**src/rtl/idli_pkg.sv**
```systemverilog
// Shared idli types: core data/counter types plus the retirement trace record.
package idli_pkg;

  localparam int DATA_W      = 16;
  localparam int NUM_REGS    = 16;
  localparam int TRACE_SEQ_W = 16;

  typedef logic [DATA_W-1:0]           data_t;
  typedef logic [1:0]                  ctr_t;
  typedef logic [$clog2(NUM_REGS)-1:0] reg_idx_t;

  // seq is zero-extended from the block's SEQ_W, so SEQ_W must not exceed TRACE_SEQ_W.
  typedef struct packed {
    logic [TRACE_SEQ_W-1:0] seq;
    data_t                  pc;
    logic                   gpr_wr;
    reg_idx_t               reg_idx;
    data_t                  reg_data;
    logic                   pred_wr;
    logic                   pred;
  } trace_rec_t;

endpackage

```
**src/rtl/idli_retire_trace_m_if.sv**
```systemverilog
// Consumer-side bus of the retirement trace buffer.
interface idli_retire_trace_m_if
  import idli_pkg::*;
#(
  parameter int DEPTH = 8,
  parameter int OVF_W = 8
) ();

  logic                     o_vld;
  logic                     i_rdy;
  trace_rec_t               o_rec;
  logic [$clog2(DEPTH):0]   o_count;
  logic [OVF_W-1:0]         o_ovf;

  modport master (output o_vld, o_rec, o_count, o_ovf, input i_rdy);
  modport slave  (input o_vld, o_rec, o_count, o_ovf, output i_rdy);

endinterface

```
**src/rtl/idli_trace_fifo_m.sv**
```systemverilog
// Circular trace FIFO with registered head read, drop-newest or overwrite-oldest when full.
module idli_trace_fifo_m
  import idli_pkg::*;
#(
  parameter int DEPTH     = 8,
  parameter int OVERWRITE = 0
) (
  input  logic                   gck,
  input  logic                   rst_n,
  input  logic                   push,
  input  trace_rec_t             din,
  input  logic                   rdy,
  output logic                   vld,
  output trace_rec_t             rec,
  output logic [$clog2(DEPTH):0] count,
  output logic                   ovf_evt
);

  localparam int AW = $clog2(DEPTH);

  trace_rec_t  mem [DEPTH];
  logic [AW:0] wr_ptr, rd_ptr, wr_nx, rd_nx, count_nx;
  logic        wr_en, rd_adv, pop, full;
  trace_rec_t  head_nx;

  assign pop  = vld && rdy;
  assign full = (count == (AW+1)'(DEPTH));

  always_comb begin
    wr_en   = 1'b0;
    rd_adv  = pop;
    ovf_evt = 1'b0;
    if (push) begin
      if (!full || pop) begin
        wr_en = 1'b1;
      end else begin
        ovf_evt = 1'b1;
        // When full, wr and rd index the same slot: replace head and slide both.
        if (OVERWRITE != 0) begin
          wr_en  = 1'b1;
          rd_adv = 1'b1;
        end
      end
    end
    wr_nx    = wr_en  ? wr_ptr + 1'b1 : wr_ptr;
    rd_nx    = rd_adv ? rd_ptr + 1'b1 : rd_ptr;
    count_nx = count + (AW+1)'(wr_en) - (AW+1)'(rd_adv);
    // Registered head: forward the incoming record if it lands in the next head slot.
    if (count_nx == '0)
      head_nx = '0;
    else if (wr_en && (wr_ptr[AW-1:0] == rd_nx[AW-1:0]))
      head_nx = din;
    else
      head_nx = mem[rd_nx[AW-1:0]];
  end

  always_ff @(posedge gck) begin
    if (wr_en) mem[wr_ptr[AW-1:0]] <= din;
  end

  always_ff @(posedge gck or negedge rst_n) begin
    if (!rst_n) begin
      wr_ptr <= '0;
      rd_ptr <= '0;
      count  <= '0;
      vld    <= 1'b0;
      rec    <= '0;
    end else begin
      wr_ptr <= wr_nx;
      rd_ptr <= rd_nx;
      count  <= count_nx;
      vld    <= (count_nx != '0);
      rec    <= head_nx;
    end
  end

endmodule

```
**src/rtl/idli_retire_trace_m.sv**
```systemverilog
// Retirement trace: captures one record per retired EX instruction into a drainable FIFO.
module idli_retire_trace_m
  import idli_pkg::*;
#(
  parameter int DEPTH     = 8,
  parameter int SEQ_W     = 8,
  parameter int OVF_W     = 8,
  parameter int OVERWRITE = 0
) (
  input  logic     gck,
  input  logic     rst_n,
  input  ctr_t     i_ctr,
  input  logic     i_run_instr,
  input  logic     i_skip_instr,
  input  logic     i_enc_vld,
  input  logic     i_enc_new,
  input  data_t    i_pc,
  input  logic     i_dst_reg_wr,
  input  reg_idx_t i_dst_reg,
  input  logic     i_dst_pred,
  input  logic     i_pred,
  output reg_idx_t o_rd_idx,
  input  data_t    i_rd_data,
  idli_retire_trace_m_if.master trc
);

  data_t            pc_pend;
  logic             gpr_wr, prd_wr, done_q, ovf_evt;
  logic [SEQ_W-1:0] seq_q;
  logic [OVF_W-1:0] ovf_q;
  trace_rec_t       rec_in;

  always_ff @(posedge gck or negedge rst_n) begin
    if (!rst_n) begin
      pc_pend  <= '0;
      gpr_wr   <= 1'b0;
      prd_wr   <= 1'b0;
      o_rd_idx <= '0;
      done_q   <= 1'b0;
      seq_q    <= '0;
      ovf_q    <= '0;
    end else begin
      // ctr==0 is also the push cycle of the previous instruction; the record
      // below is built from the values held before this update.
      if (i_ctr == '0) begin
        if (i_enc_vld && i_enc_new) pc_pend <= i_pc;
        gpr_wr   <= i_dst_reg_wr;
        o_rd_idx <= i_dst_reg;
        prd_wr   <= i_run_instr && i_dst_pred && !i_skip_instr;
      end
      done_q <= (&i_ctr) && i_run_instr;
      if (done_q) seq_q <= seq_q + 1'b1;
      if (ovf_evt && !(&ovf_q)) ovf_q <= ovf_q + 1'b1;
    end
  end

  always_comb begin
    rec_in          = '0;
    rec_in.seq      = TRACE_SEQ_W'(seq_q);
    rec_in.pc       = pc_pend;
    rec_in.gpr_wr   = gpr_wr;
    rec_in.reg_idx  = o_rd_idx;
    rec_in.reg_data = gpr_wr ? i_rd_data : '0;
    rec_in.pred_wr  = prd_wr;
    rec_in.pred     = i_pred;
  end

  idli_trace_fifo_m #(
    .DEPTH     (DEPTH),
    .OVERWRITE (OVERWRITE)
  ) u_fifo (
    .gck     (gck),
    .rst_n   (rst_n),
    .push    (done_q),
    .din     (rec_in),
    .rdy     (trc.i_rdy),
    .vld     (trc.o_vld),
    .rec     (trc.o_rec),
    .count   (trc.o_count),
    .ovf_evt (ovf_evt)
  );

  assign trc.o_ovf = ovf_q;

endmodule

```
**src/flat_wrapper.sv**
```systemverilog
// flat-port wrapper written by rule: the top's interface ports become plain ports
module idli_retire_trace_m_flat import idli_pkg::*;
#(
  parameter int DEPTH     = 8,
  parameter int SEQ_W     = 8,
  parameter int OVF_W     = 8,
  parameter int OVERWRITE = 0
)
  (gck, rst_n, i_ctr, i_run_instr, i_skip_instr, i_enc_vld, i_enc_new, i_pc, i_dst_reg_wr, i_dst_reg, i_dst_pred, i_pred, o_rd_idx, i_rd_data, trc_o_vld, trc_o_rec, trc_o_count, trc_o_ovf, trc_i_rdy);
  idli_retire_trace_m_if #(.DEPTH(DEPTH), .OVF_W(OVF_W)) trc_i ();
  input  logic gck;
  input  logic rst_n;
  input  ctr_t i_ctr;
  input  logic i_run_instr;
  input  logic i_skip_instr;
  input  logic i_enc_vld;
  input  logic i_enc_new;
  input  data_t i_pc;
  input  logic i_dst_reg_wr;
  input  reg_idx_t i_dst_reg;
  input  logic i_dst_pred;
  input  logic i_pred;
  output reg_idx_t o_rd_idx;
  input  data_t i_rd_data;
  output wire logic [$bits(trc_i.o_vld)-1:0] trc_o_vld;
  output wire logic [$bits(trc_i.o_rec)-1:0] trc_o_rec;
  output wire logic [$bits(trc_i.o_count)-1:0] trc_o_count;
  output wire logic [$bits(trc_i.o_ovf)-1:0] trc_o_ovf;
  input wire logic [$bits(trc_i.i_rdy)-1:0] trc_i_rdy;
  assign trc_o_vld = trc_i.o_vld;
  assign trc_o_rec = trc_i.o_rec;
  assign trc_o_count = trc_i.o_count;
  assign trc_o_ovf = trc_i.o_ovf;
  assign trc_i.i_rdy = trc_i_rdy;
  idli_retire_trace_m #(.DEPTH(DEPTH), .SEQ_W(SEQ_W), .OVF_W(OVF_W), .OVERWRITE(OVERWRITE)) u_core (.gck(gck), .rst_n(rst_n), .i_ctr(i_ctr), .i_run_instr(i_run_instr), .i_skip_instr(i_skip_instr), .i_enc_vld(i_enc_vld), .i_enc_new(i_enc_new), .i_pc(i_pc), .i_dst_reg_wr(i_dst_reg_wr), .i_dst_reg(i_dst_reg), .i_dst_pred(i_dst_pred), .i_pred(i_pred), .o_rd_idx(o_rd_idx), .i_rd_data(i_rd_data), .trc(trc_i));
endmodule
```
**config.mk**
```make
export PLATFORM = sky130hd
export DESIGN_NAME = idli_retire_trace_m_flat
export DESIGN_NICKNAME = d
export VERILOG_FILES = /design/src/rtl/idli_pkg.sv /design/src/rtl/idli_retire_trace_m_if.sv /design/src/rtl/idli_trace_fifo_m.sv /design/src/rtl/idli_retire_trace_m.sv /design/src/flat_wrapper.sv
export SDC_FILE = /design/constraint.sdc
export NUM_CORES = 1
export LEC_CHECK = 0
export CORE_MARGIN = 1
export CORE_UTILIZATION = 55
export DETAILED_ROUTE_END_ITERATION = 12
export DONT_BUFFER_PORTS = 1
export PLACE_DENSITY = 0.7
export SYNTH_ARGS = -nofsm -noshare
export SYNTH_HDL_FRONTEND = slang
export SYNTH_HIERARCHICAL = 1
export SYNTH_SLANG_ARGS = --single-unit
```
**constraint.sdc**
```tcl
create_clock -name gck -period 9.15 [get_ports gck]
set_input_delay 1.3725 -clock gck [delete_from_list [all_inputs] [get_ports gck]]
set_output_delay 1.3725 -clock gck [all_outputs]
set_load 0.01 [all_outputs]
```
Yosys cells after proc, flatten, opt, wreduce, memory -nomap -nowiden. Memories as Yosys holds them, arrays and structs flattened. Cells that the tools add are included.

Reduce and logical (&&, ||, !) cells: 17. Multiplexer cells: 10. Equality and inequality tests: 2. Add/subtract/negate cells: 6.

Operators with widths (count): 2-to-1 mux 55 bit (2); adder 8 x 1 -> 8 bit (second input constant) (2); 2-to-1 mux 16 bit (1); adder 4 x 1 -> 4 bit (second input constant) (2); AND reduction 8 bit (1); logical AND 1 bit (7); 2-to-1 mux 1 bit (6); adder 4 x 1 -> 4 bit (1); equality test 4 bit (second input constant) (1); zero test 4 bit (1); AND reduction 2 bit (2); nonzero test 4 bit (1); subtractor 4 x 1 -> 4 bit (1); equality test 3 bit (1); zero test 1 bit (3); 2-to-1 mux 3 bit (1); zero test 2 bit (1); logical OR 1 bit (1).

Input bits: 48. Output and inout bits: 72. Memory bits (writable): 376. Register bits after elaboration: 107. Logic and storage cells: 55. Memories: 1.

Memory list: u_core.u_fifo.mem (words 8, bits a word 47, rd ports 1, clocked after memory_dff 0, write ports 1, RTL line idli_trace_fifo_m.sv:21) `trace_rec_t mem [DEPTH];`.

Longest topological paths before layout.
Word-level depth: 9. Depth in mapped cells: 14. Gate-level depth less buffers: 12.

By module. Netlist, hierarchy kept.

Modules (own cells, without submodules): idli_trace_fifo_m (instances 1, sequential area each 14864.3 um^2, area an instance 19229.7 um^2, cells an instance 959); idli_retire_trace_m (instances 1, sequential area each 975.9 um^2, area an instance 1785.5 um^2, cells an instance 136).

Worst setup path before layout. Ideal clock, no wire load.

Path kind: in2reg. Start point: in trc_i_rdy. End point: mem u_core/u_fifo/mem[4][0] in the netlist's numbering, enable pin. Path slack: 1.149 ns. Library setup time: 0.624 ns. Stages: 4. Arrival time: 7.377 ns. Required time: 8.526 ns. Buffers on the path: 0. Path through: nand2_2 -> nand3_1 -> nand2_1 -> nor4b_1.

Longest elaborated chain between the ends: 6.

RTL lines: from (decl) (RTL line flat_wrapper.sv:29) `input wire logic [$bits(trc_i.i_rdy)-1:0] trc_i_rdy;`; logical AND 1 bit (RTL line idli_trace_fifo_m.sv:26) `assign pop = vld && rdy;`; logical OR 1 bit (RTL line idli_trace_fifo_m.sv:34) `if (!full || pop) begin`; 2-to-1 mux 1 bit (RTL line idli_trace_fifo_m.sv:34); 2-to-1 mux 1 bit (RTL line idli_trace_fifo_m.sv:33) `if (push) begin`; 2-to-1 mux 1 bit (RTL line idli_trace_fifo_m.sv:58) `if (wr_en) mem[wr_ptr[AW-1:0]] <= din;`; 2-to-1 mux 1 bit (implied by the code) (RTL line idli_trace_fifo_m.sv:58); to (decl) (RTL line idli_trace_fifo_m.sv:21).

Every way passes these cells.

==> impl_metrics.json <==
{
  "grt_pass1_vias": 10774,
  "post-cts-setup-buffers": 0,
  "period_share_pct": 40.38,
  "num_vias": 10408,
  "netlist_instances": 1095,
  "ir_drop_uv": 330.4,
  "synth_flop_cell": "edfxtp_1",
  "cts_hold_buf": 0,
  "finClkSkew_ns": 0.01850,
  "yosysWarnings": 6,
  "initial_utilization_pct": 55.79,
  "path_cells": "nand2_2, nand3_1, nand2_1, o21ai_0, ha_1, inv_1, fa_1, inv_1, or3_2, buf_4, o22ai_1, a31oi_1",
  "syn_avg_cell_area_um2": 19.19,
  "cap_violations": 0,
  "cp_max_fo": 56,
  "fmax_ghz": 0.2707,
  "outcome": "finished, final reports clean",
  "seq_area_frac_synth_pct": 75.38,
  "finalPower_mw": 7.793,
  "setup_viol_count_final": 0,
  "fin_cells": 1730,
  "htree_levels": 2,
  "grt_max_degree": 114,
  "powerDensity_mw_per_mm2": 331.2,
  "cp-end-kind": "flip-flop",
  "required_ns": 9.57,
  "setup_tns_ns": 0,
  "wl_met2_mm": 21.58,
  "path_delay_family": "simple AND/OR/NAND/NOR gates",
  "worstPathArrival_ns": 4.11,
  "firstDrtPassIters": 5,
  "cp.depth": 12,
  "fp-row-count": 71,
  "synth_xor_area_share_pct": 0.8812,
  "drive_gt1_share_pct": 20.02,
  "yosys-top-cells-area": "edfxtp_1 63%, dfrtp_1 13%, mux4_2 12%",
  "path_class": "in2reg",
  "gp_congestion": 0.6921,
  "yosysTopAreaCell": "edfxtp_1",
  "synth_cell_types": 51,
  "postLayoutCoreUtil_pct": 62.46,
  "cts_tree": "built",
  "synth.mux.area_fraction_pct": 13.38,
  "met1_length_mm": 18.07,
  "gr-usage-all-layers_pct": 23.21,
  "synthAdderAreaFrac_pct": 0.5716,
  "dp.cells": 1628,
  "syn_area_mm2": 0.02102,
  "synth-edff-count": 440,
  "n_antenna_cell": 0,
  "grt_setup_unrepaired": "no",
  "leakage_nw": 8.106,
  "clockBufferDepth": 3,
  "antenna_found_initial": 0,
  "clkTransAtPathRegs_ns": 0.06,
  "ctsResizeCount": 0,
  "die_w_um": 197.5,
  "cts_sinks": 545,
  "routedWlPerCell_um": 25.10,
  "dr_wl_met3_mm": 3.267,
  "synth_compound_area_share_pct": 3.787,
  "drt-initial-drc-count": 840,
  "cts_buffers": 54,
  "die_y_um": 197.5,
  "root_buffer": "clkbuf_16",
  "slew-limit-headroom_pct": 29.27,
  "synthTopCellsByCount": "440 x edfxtp_1, 123 x nand2_1, 108 x mux4_2",
  "critPathLaunch": "trc_i_rdy",
  "synth_most_common_cell": "edfxtp_1",
  "cp_common_cell": "inv_1",
  "dieArea_mm2": 0.03899,
  "routed_wl_mm": 43.43,
  "ys_async_sr_fraction_pct": 19.27,
  "route.top_layer_used": "met4",
  "gr-total-overflow": 0,
  "hold_viol": 0,
  "min_period_ns": 3.695,
  "start_kind": "primary input",
  "hp-class": "in2async",
  "numPortBuffers": 0,
  "ys_seq_elements": 545,
  "max_slew.worst_pin.slew_ns": 1.061,
  "fin_area_mm2": 0.02353,
  "crit_slowest_cell": "fa_1",
  "post-dp-hpwl_mm": 20.50,
  "drc": 0,
  "synth_top_cell_area_share_pct": 62.87,
  "drv_slew": 0,
  "final_nets": 1230,
  "drtAntennaViolNets": 0,
  "clk-insertion-delay-late_ns": 0.57,
  "coreArea_mm2": 0.03767,
  "vias_per_cell": 6.016,
  "place_area_mm2": 0.02177,
  "synth_simple_gate_area_share_pct": 3.846,
  "worstRegToRegCells": 8,
  "synth_top_family_by_area": "multiplexers",
  "cpPeakStageDelay_ns": 0.50,
  "syn_to_final_growth_pct": 11.96,
  "grt_pass1_wl_mm": 66.34,
  "io_pins": 120,
  "r2r_start": "u_core/u_fifo/rd_ptr[0]",
  "cp_num_buf_inv": 3
}
-- logic make-up (layout without fill, tap and decap cells) --
kind of cell	after synthesis	count (layout)
adders and majority gates	9	9
AOI/OAI and AO/OA	127	127
DFF	545	545
xor gates and xnor gates	17	17
and+or+nand+nor	180	180
other	1	72
muxes	139	139
buffers and inverters	77	130
-- state kept, by name (all words and copies together), names as in the netlist --
register / count
u_core/done_q: 1
u_core/gpr_wr: 1
u_core/o_rd_idx: 4
u_core/pc_pend: 16
u_core/prd_wr: 1
u_core/seq_q: 8
u_core/trc.o_ovf: 8
u_core/u_fifo/count: 4
u_core/u_fifo/mem: 440
u_core/u_fifo/rd_ptr: 3
u_core/u_fifo/rec: 55
u_core/u_fifo/vld: 1
u_core/u_fifo/wr_ptr: 3
-- cell type report --
cell class,count,area (µm²)
Tap cell,511,639.4
Clock buffer,84,1548
Inverter,9,36.28
Sequential cell,545,15840
Multi-Input combinational cell,544,5095
Fill cell,2710,14140
Clock inverter,18,214.0
Timing Repair Buffer,19,155.1
-- per-stage QoR --
step | worst slack [ns] | hold slack [ns]
after floorplan | 1.149 | 0.5497
after global placement | 4.962 | 0.5917
after detailed placement | 4.900 | 0.5993
after CTS | 5.480 | 0.4697
after global routing | 5.240 | 0.4704
final | 5.455 | 0.5016
-- routing by layer --
| layer | vias up | global-route usage (%) |
|---|---|---|
| li1 | 4463 | - |
| met1 | 5525 | 32.79 |
| met2 | 376 | 37.82 |
| met3 | 44 | 4.661 |
| met4 | 0 | 5.197 |
| met5 | - | 0 |
-- power by group --
group	switching [mW]	internal, mW	leakage, nW
combinational	1.31	0.951	1.97
clock	0.880	1.30	0.851
sequential	0.309	3.04	5.28
total	2.50	5.29	8.11
-- path summary, 6_finish.rpt --
| check | to | slack [ns] |
|---|---|---|
| max in group asynchronous | u_core/u_fifo/rec[5] | 8.47 |
| worst max register to register | u_core/u_fifo/rec[54] | 5.65 |
| worst min register to register | u_core/trc.o_ovf[0] | 0.61 |
| worst min-delay path | u_core/pc_pend[8] | 0.50 |
| min in group gck | u_core/trc.o_ovf[0] | 0.61 |
| worst max-delay path | u_core/u_fifo/rec[40] | 5.46 |
-- cell usage in the layout, fill, tap and decap left out, drive strengths merged, types with 2 or more instances in the layout --
cell,Yosys,layout
inv,9,10
clkinv,0,11
xnor2,9,9
nand2,124,124
clkbuf,35,84
nor4,2,2
edfxtp,440,440
nand3,6,6
nor3,4,4
ha,8,8
buf,33,19
mux2i,5,5
o22ai,55,55
mux4,108,108
and3,5,5
or3,2,2
bufinv,0,5
nand4,7,7
a31oi,56,56
mux2,26,26
a21oi,5,5
xor2,6,6
dfrtp,105,105
o21ai,5,5
conb,1,72
and2,18,18
nor2,7,7
Note: power is estimated with default switching activity, not from simulation.
